## config.mk

```make
export PLATFORM = sky130hd
export DESIGN_NAME = rejestr_przesuwajacy
export DESIGN_NICKNAME = d
export VERILOG_FILES = /design/src/rtl/rejestr_pkg.sv /design/src/rtl/rejestr_przesuwajacy.sv
export SDC_FILE = /design/constraint.sdc
export NUM_CORES = 1
export LEC_CHECK = 0
export BUFFER_PORTS_ARGS = -buffer_cell sky130_fd_sc_hd__clkbuf_2
export CORE_AREA = 2 2 39 41
export CTS_BUF_LIST = sky130_fd_sc_hd__clkbuf_16
export CTS_CLUSTER_DIAMETER = 50
export CTS_CLUSTER_SIZE = 28
export DETAILED_ROUTE_END_ITERATION = 6
export DIE_AREA = 0 0 41 43
export GPL_TIMING_DRIVEN = 0
export PLACE_DENSITY = 0.4
export SLEW_MARGIN = 30
export SYNTH_ARGS = -nofsm -noshare
export SYNTH_HDL_FRONTEND = slang
export SYNTH_SLANG_ARGS = --single-unit
```

## constraint.sdc

```tcl
create_clock -name CLK -period 1 [get_ports CLK]
set_input_delay 0.1 -clock CLK [delete_from_list [all_inputs] [get_ports CLK]]
set_output_delay 0.1 -clock CLK [all_outputs]
set_load 0.005 [all_outputs]
```

## src/rtl/rejestr_pkg.sv

```systemverilog
// Shared types and defaults for the universal shift register.
package rejestr_pkg;

  localparam int unsigned DEF_WIDTH = 4;

  typedef enum logic [1:0] {
    MODE_HOLD = 2'b00,
    MODE_SHR  = 2'b01,
    MODE_SHL  = 2'b10,
    MODE_LOAD = 2'b11
  } mode_e;

endpackage

```

## src/rtl/rejestr_przesuwajacy.sv

```systemverilog
// Universal shift register (74194-style): hold, shift right, shift left, parallel load.
// Q comes straight from the flops; the fill bit enters at the vacated end on either shift.
module rejestr_przesuwajacy
  import rejestr_pkg::*;
#(
  parameter int unsigned WIDTH = DEF_WIDTH,
  parameter logic        FILL  = 1'b0
) (
  input  logic             CLK,
  input  logic             RST,
  input  logic             S0,
  input  logic             S1,
  input  logic [WIDTH-1:0] I,
  output logic [WIDTH-1:0] Q
);

  logic [WIDTH-1:0] q_q;
  logic [WIDTH-1:0] q_d;
  mode_e            mode;

  assign mode = mode_e'({S1, S0});

  // Next-state selection; shifts never wrap, so repeated shifts drain to all-FILL.
  always_comb begin
    q_d = q_q;
    case (mode)
      MODE_HOLD: q_d = q_q;
      MODE_SHR:  q_d = {FILL, q_q[WIDTH-1:1]};
      MODE_SHL:  q_d = {q_q[WIDTH-2:0], FILL};
      MODE_LOAD: q_d = I;
      default:   q_d = q_q;
    endcase
  end

  always_ff @(posedge CLK or negedge RST) begin
    if (!RST) begin
      q_q <= '0;
    end else begin
      q_q <= q_d;
    end
  end

  assign Q = q_q;

`ifndef SYNTHESIS
  // Simulation-only sanity checks on width and mode inputs.
  always @(posedge CLK) begin
    if (RST) begin
      assert (!$isunknown({S1, S0}))
        else $error("rejestr_przesuwajacy: unknown mode select");
      assert (WIDTH >= 2 && WIDTH <= 64)
        else $error("rejestr_przesuwajacy: WIDTH out of range");
    end
  end
`endif

endmodule

```

==> impl_metrics.py, run 1 <==
metrics = {
    "cts": {
        "clkSinkCount": 4,
        "cts.clk_slew.worst_paths_ns": 0.03,
        "cts_buffer_depth": 2,
        "cts_buffers": 3,
        "cts_root_buf": "clkbuf_16",
        "cts_tree": "built",
        "htreeDepth": 1,
        "worstSkewPairLatency_ns": 0.22,
    },
    "worst_setup_path": {
        "worst-path-buf-inv": 0,
        "slowest_stage": "mux4_2",
        "start_kind": "flop",
        "setup.worst_path.end_class": "flop",
        "arrival_ns": 1.08,
        "crit_end": "Q[2]",
        "r2r_start": "Q[2]",
        "r2r_slack_ns": 0.004,
        "cp.depth": 1,
        "crit_path_cell_trace": "mux4_2",
        "timing.rr.end": "Q[2]",
        "critPathKind": "flop to flop",
        "reg2reg_depth": 1,
        "crit_path_start": "Q[2]",
        "crit_required_ns": 1.09,
        "critPathMaxFanout": 4,
        "worst_path_largest_cell_delay_ns": 0.46,
        "crit_family": "multiplexers",
    },
    "floorplan": {
        "chipHeight_um": 43,
        "die_w_um": 41,
        "core_area_um2": 1380,
        "placementRows": 14,
        "io_pins": 12,
        "die-area_um2": 1760,
        "initial_core_util_pct": 15.0,
    },
    "pwr": {
        "power.leakage_nw": 0.180,
        "seq_power_share_pct": 22.5,
        "power_switching_mw": 0.159,
        "vdd_drop_max_mv": 1.34,
        "power.share.switching_pct": 17.0,
        "p_int_mw": 0.775,
        "comb_power_share_pct": 12.3,
        "p_per_area_nw_per_um2": 2550,
        "clock_power_share_pct": 65.2,
    },
    "logic_synthesis": {
        "synth-async-reset-ratio_pct": 100,
        "ys_seq_elements": 4,
        "synth_area_um2": 208,
        "synth_edf_count": 0,
        "synth_seq_area_share_pct": 48.2,
        "synthCells": 13,
        "synthFlopType": "dfrtp_1",
        "post-synth-top-count-cell": "dfrtp_1",
        "synth_area_per_cell_um2": 16.0,
        "yosysUniqueCellTypes": 10,
        "syn_nets": 21,
        "ys_warn_count": 0,
        "yosys.area.top_type": "dfrtp_1",
        "yosysTopAreaCellShare_pct": 48.2,
        "synthTopCellsByArea": "dfrtp_1 48%, mux4_1 13%, mux4_2 11%",
    },
    "cells_and_area": {
        "layout-drive-gt1-share_pct": 64.3,
        "final_nets": 38,
        "antennaDiodeCount": 0,
        "fin_util_pct": 26.5,
        "largest_reg_flops": 4,
        "fin_cells": 44,
        "syn_to_final_growth_pct": 76.5,
    },
    "run_status": {
        "status": "complete, no violations",
    },
    "sta": {
        "min_period_ns": 0.996,
        "max_freq_mhz": 1000,
        "tightestPinTransition_ns": 0.123,
        "slew_headroom_pct": 91.5,
        "rsz0062_at_grt": "yes",
        "finClkSkew_ns": 0.000138,
        "slew_violations": 0,
        "period_share_pct": 99.6,
        "final_hold_viol_count": 0,
        "finalSetupViolCount": 0,
    },
    "hold_path": {
        "hp-class": "input pin to flop",
        "hold_start": "I[0]",
    },
    "global_routing": {
        "grt_pass1_wl_um": 786,
        "globalRouteOverflowTotal": 0,
        "grt_pass1_vias": 188,
        "antenna_found_initial": 0,
        "grt_max_degree": 7,
        "track_usage_pct": 7.40,
    },
    "drt": {
        "wire_per_inst_um": 10.5,
        "ant_nets": 0,
        "drtIter0Drc": 3,
        "vias_per_cell": 4.00,
        "routed_wl_um": 461,
        "drc": 0,
        "via_count": 176,
        "drtPass1Iterations": 2,
    },
    "placed_design": {
        "place_congestion": 0.663,
        "dp.cells": 39,
        "portBuffers": 10,
    },
    "run": {
        "maxCapViolCount": 0,
    },
}
## metrics by stage
stage | power, mW | area (um^2) | hold slack, ns | setup TNS (ns) | setup slack, ns
floorplan | 0.263 | 204 | -0.196 | 0 | 0.0158
global placement | 0.310 | 274 | -0.0923 | 0 | 0.00425
detailed placement | 0.317 | 274 | -0.0850 | -0.0179 | -0.0172
CTS | 0.950 | 367 | 0.126 | 0 | 0.00335
global route | 0.978 | 367 | 0.165 | -0.0692 | -0.0249
finish | 0.934 | 367 | 0.128 | 0 | 0.00425
## timing repair
item | CTS | global route
pin swaps | 1 | 0
setup endpoints to repair | 2 | 3
gates resized for setup | 0 | 0
setup buffers | 1 | 0
hold buffers | 1 | 0
hold endpoints to repair | 4 | 0
## routing by layer
metal | share of wire, % | vias up | GRT usage [%]
met4 | 0 | 0 | 4.00
met1 | 44 | 79 | 9.27
met3 | 19 | 0 | 6.81
met5 | 0 | - | 0
met2 | 37 | 14 | 8.13
li1 | - | 83 | -
## layout by cell type (no fill, tap or decap)
master | synthesis | layout
clkbuf_2 | 0 | 10
buf_6 | 1 | 1
nor2_1 | 1 | 1
a22o_1 | 1 | 1
nand3_1 | 1 | 1
buf_4 | 0 | 1
o21ai_0 | 1 | 1
mux4_2 | 1 | 2
mux2i_1 | 1 | 1
dfrtp_1 | 4 | 4
mux2_4 | 1 | 1
clkbuf_16 | 0 | 3
dlygate4sd3_1 | 0 | 1
## power by group through the flow
| stage | clock [mW] | sequential (mW) | combinational, mW |
|---|---|---|---|
| floorplan | 0 | 0.209 | 0.0539 |
| global placement | 0 | 0.210 | 0.100 |
| detailed placement | 0 | 0.213 | 0.104 |
| CTS | 0.621 | 0.210 | 0.118 |
| global route | 0.634 | 0.214 | 0.131 |
| finish | 0.609 | 0.210 | 0.115 |
## worst min path at each step
| stage | slack, ns | to | depth (start not counted) |
|---|---|---|---|
| 4_1_cts | 0.13 | Q[0] | 3 |
| 2_1_floorplan | -0.20 | Q[0] | 0 |
| 3_3_place_gp | -0.09 | Q[1] | 1 |
| 5_1_grt | 0.16 | Q[0] | 3 |
| 6_report | 0.13 | Q[0] | 3 |
| 3_5_place_dp | -0.09 | Q[1] | 1 |
## layout make-up
class	count	area (um^2)
clock buffer	3	75.1
timing repair buffer	12	67.6
multi-input combinational	8	92.6
fill	148	1020
buffer	1	11.3
tap	16	20.0
sequential	4	100
## kinds of logic after synthesis
| logic type | share of synthesized area (%) |
|---|---|
| buffers and inverters | 5.42 |
| AO/OA/AOI/OAI | 6.62 |
| multiplexers | 35.5 |
| AND/OR/NAND/NOR | 4.21 |
| flip-flops | 48.2 |
(Power assumes the default switching activity.)
==> run 2, diff against run 1 <==
--- a/config.mk
+++ b/config.mk
@@ -5,6 +5,7 @@
 export SDC_FILE = /design/constraint.sdc
 export NUM_CORES = 1
 export LEC_CHECK = 0
+export ABC_AREA = 1
 export BUFFER_PORTS_ARGS = -buffer_cell sky130_fd_sc_hd__clkbuf_2
 export CORE_AREA = 2 2 39 41
 export CTS_BUF_LIST = sky130_fd_sc_hd__clkbuf_16
@@ -13,7 +14,7 @@
 export DETAILED_ROUTE_END_ITERATION = 6
 export DIE_AREA = 0 0 41 43
 export GPL_TIMING_DRIVEN = 0
-export PLACE_DENSITY = 0.4
+export PLACE_DENSITY = 0.41
 export SLEW_MARGIN = 30
 export SYNTH_ARGS = -nofsm -noshare
 export SYNTH_HDL_FRONTEND = slang
==> run 2 against run 1 <==
Against the previous run:
- sequential power fell by 5%
- cell count grew 36%
- count of clock-buffer cells in the layout did not move
- via count rose by 44%
- flip-flop and latch count unchanged
- maximum frequency is 16% higher
- critical path type is now flop to output port
- critical endpoint is now Q[2]
==> impl_metrics.py, run 2 <==
metrics = {
    "run_status": {
        "status": "complete, no violations",
    },
    "sta": {
        "slew_violations": 0,
        "setup_tns_ns": 0,
        "setup_ws_ns": 0.144,
        "final_hold_viol_count": 0,
        "max_freq_mhz": 1170,
        "finalSetupViolCount": 0,
        "rsz0062_at_grt": "no",
        "finClkSkew_ns": 0.000426,
        "period_share_pct": 85.6,
        "min_period_ns": 0.856,
        "tightestPinTransition_ns": 0.184,
        "slew_headroom_pct": 87.7,
    },
    "cells_and_area": {
        "mostFrequentLayoutCell": "clkbuf_2",
        "antennaDiodeCount": 0,
        "largest_reg_flops": 4,
        "syn_to_final_growth_pct": 70.5,
        "final_nets": 54,
        "final_cell_area_um2": 375,
        "layout_common_cells": "10 x clkbuf_2, 9 x nand2_1, 8 x nand3_1",
        "layout-drive-gt1-share_pct": 36.4,
    },
    "global_routing": {
        "antenna_found_initial": 0,
        "globalRouteOverflowTotal": 0,
        "met3_usage_pct": 3.14,
        "grt_pass1_vias": 205,
        "met1_usage_pct": 8.09,
        "grt_pass1_wl_um": 869,
        "gr-usage-met2_pct": 11.3,
        "grt_max_degree": 10,
        "track_usage_pct": 8.25,
        "gr-max-usage-layer": "met2",
    },
    "pwr": {
        "p_total_mw": 0.913,
        "vdd_drop_max_mv": 0.760,
        "p_per_area_nw_per_um2": 2430,
        "power.leakage_nw": 0.196,
    },
    "drt": {
        "routed_wl_um": 593,
        "via_count": 254,
        "drtIter0Drc": 5,
        "drc": 0,
        "wire_per_inst_um": 9.88,
        "vias_per_cell": 4.23,
        "drtPass1Iterations": 4,
        "ant_nets": 0,
    },
    "logic_synthesis": {
        "synth_area_per_cell_um2": 7.34,
        "ys_warn_count": 0,
        "synthSimpleGateAreaFrac_pct": 38.1,
        "yosysTopAreaCellShare_pct": 45.5,
        "synthTopCellsByArea": "dfrtp_1 45%, nand3_1 18%, nand2_1 15%",
        "synthFlopType": "dfrtp_1",
        "synth_compound_area_share_pct": 7.95,
        "synth_area_um2": 220,
        "synthMuxAreaShare_pct": 0,
        "syn_nets": 38,
        "synthCells": 30,
        "yosysUniqueCellTypes": 11,
        "synth_edf_count": 0,
        "synth_seq_area_share_pct": 45.5,
        "ys_seq_elements": 4,
        "synth-adder-area-share_pct": 0,
        "synth-async-reset-ratio_pct": 100,
        "yosys.area.top_type": "dfrtp_1",
        "synth_top_family_by_area": "simple AND/OR/NAND/NOR gates",
        "post-synth-top-count-cell": "nand2_1",
        "synth_common_cells": "9 x nand2_1, 8 x nand3_1, 4 x dfrtp_1, 2 x inv_1",
        "synthXorXnorAreaFrac_pct": 0,
    },
    "hold_path": {
        "hp-class": "input pin to flop",
        "hold_start": "I[0]",
        "hold_path_depth": 3,
    },
    "worst_setup_path": {
        "cp.depth": 1,
        "worst_path_largest_cell_delay_ns": 0.40,
        "r2r_slack_ns": 0.21,
        "start_kind": "flop",
        "r2r_start": "Q[2]",
        "arrival_ns": 0.76,
        "reg2reg_depth": 4,
        "crit_required_ns": 0.90,
        "critPathKind": "flop to output port",
        "slowest_stage": "dfrtp_1",
        "crit_path_cell_trace": "clkbuf_2",
        "crit_path_start": "Q[2]",
        "critPathMaxFanout": 4,
        "worst-path-buf-inv": 1,
        "setup.worst_path.end_class": "output port",
        "crit_family": "flip-flops",
    },
    "floorplan": {
        "chipHeight_um": 43,
        "placementRows": 14,
        "io_pins": 12,
        "die-area_um2": 1760,
        "die_w_um": 41,
        "core_area_um2": 1380,
        "initial_core_util_pct": 15.9,
    },
    "run": {
        "maxCapViolCount": 0,
    },
    "cts": {
        "htreeDepth": 1,
        "worstSkewPairLatency_ns": 0.22,
        "cts_resized": 0,
        "cts_buffers": 3,
        "cts_root_buf": "clkbuf_16",
        "clkSinkCount": 4,
        "cts_tree": "built",
        "cts_buffer_depth": 2,
        "cts.clk_slew.worst_paths_ns": 0.03,
    },
    "placed_design": {
        "hpwl_um": 428,
        "place_congestion": 0.589,
        "place_ws_ns": 0.218,
        "portBuffers": 10,
        "place_area_um2": 290,
    },
}
## run 2: power by group
group	internal, mW	total (mW)	switching [mW]
clock network	0.511	0.621	0.110
registers	0.183	0.200	0.0174
logic	0.0438	0.0924	0.0486
## run 2: metrics by stage
stage          hold WS, ns  instances  util [%]
2_1_floorplan       -0.196         30         -
3_3_place_gp       -0.0909         56      21.0
3_5_place_dp       -0.0912         56      21.0
4_1_cts              0.168         60      27.1
5_1_grt              0.175         60      27.1
6_report             0.158         60      27.1
## run 2: per-layer routing
layer  up-vias  part of all wire [%]
met5         -                     0
met4         0                     0
met3         0                   9.4
met2         9                    48
met1       118                    43
li1        127                     -
## run 2: final timing paths
| check | end |
|---|---|
| max | Q[2] |
| min | Q[0] |
| max reg2reg | Q[1] |
| min reg2reg | Q[0] |
| max in group asynchronous | Q[2] |
| min in group asynchronous | Q[3] |
## run 2: layout make-up
| cell class | instances | area, um^2 |
|---|---|---|
| inverters | 3 | 11.3 |
| clock buffers | 3 | 75.1 |
| flip-flops and latches | 4 | 100 |
| fillers | 164 | 1010 |
| plain buffers | 1 | 7.51 |
| multi-input cells | 22 | 101 |
| repair buffers | 11 | 60.1 |
| well taps | 16 | 20.0 |
## run 2: timing repair
item	4_1_cts	5_1_grt
hold buffers	1	0
buffers inserted	0	0
endpoints found under the hold margin	4	0
## run 2: cell families after synthesis
logic type | after synthesis
and+or+nand+nor | 19
DFF | 4
buffers and inverters | 4
AOI/OAI and AO/OA | 3
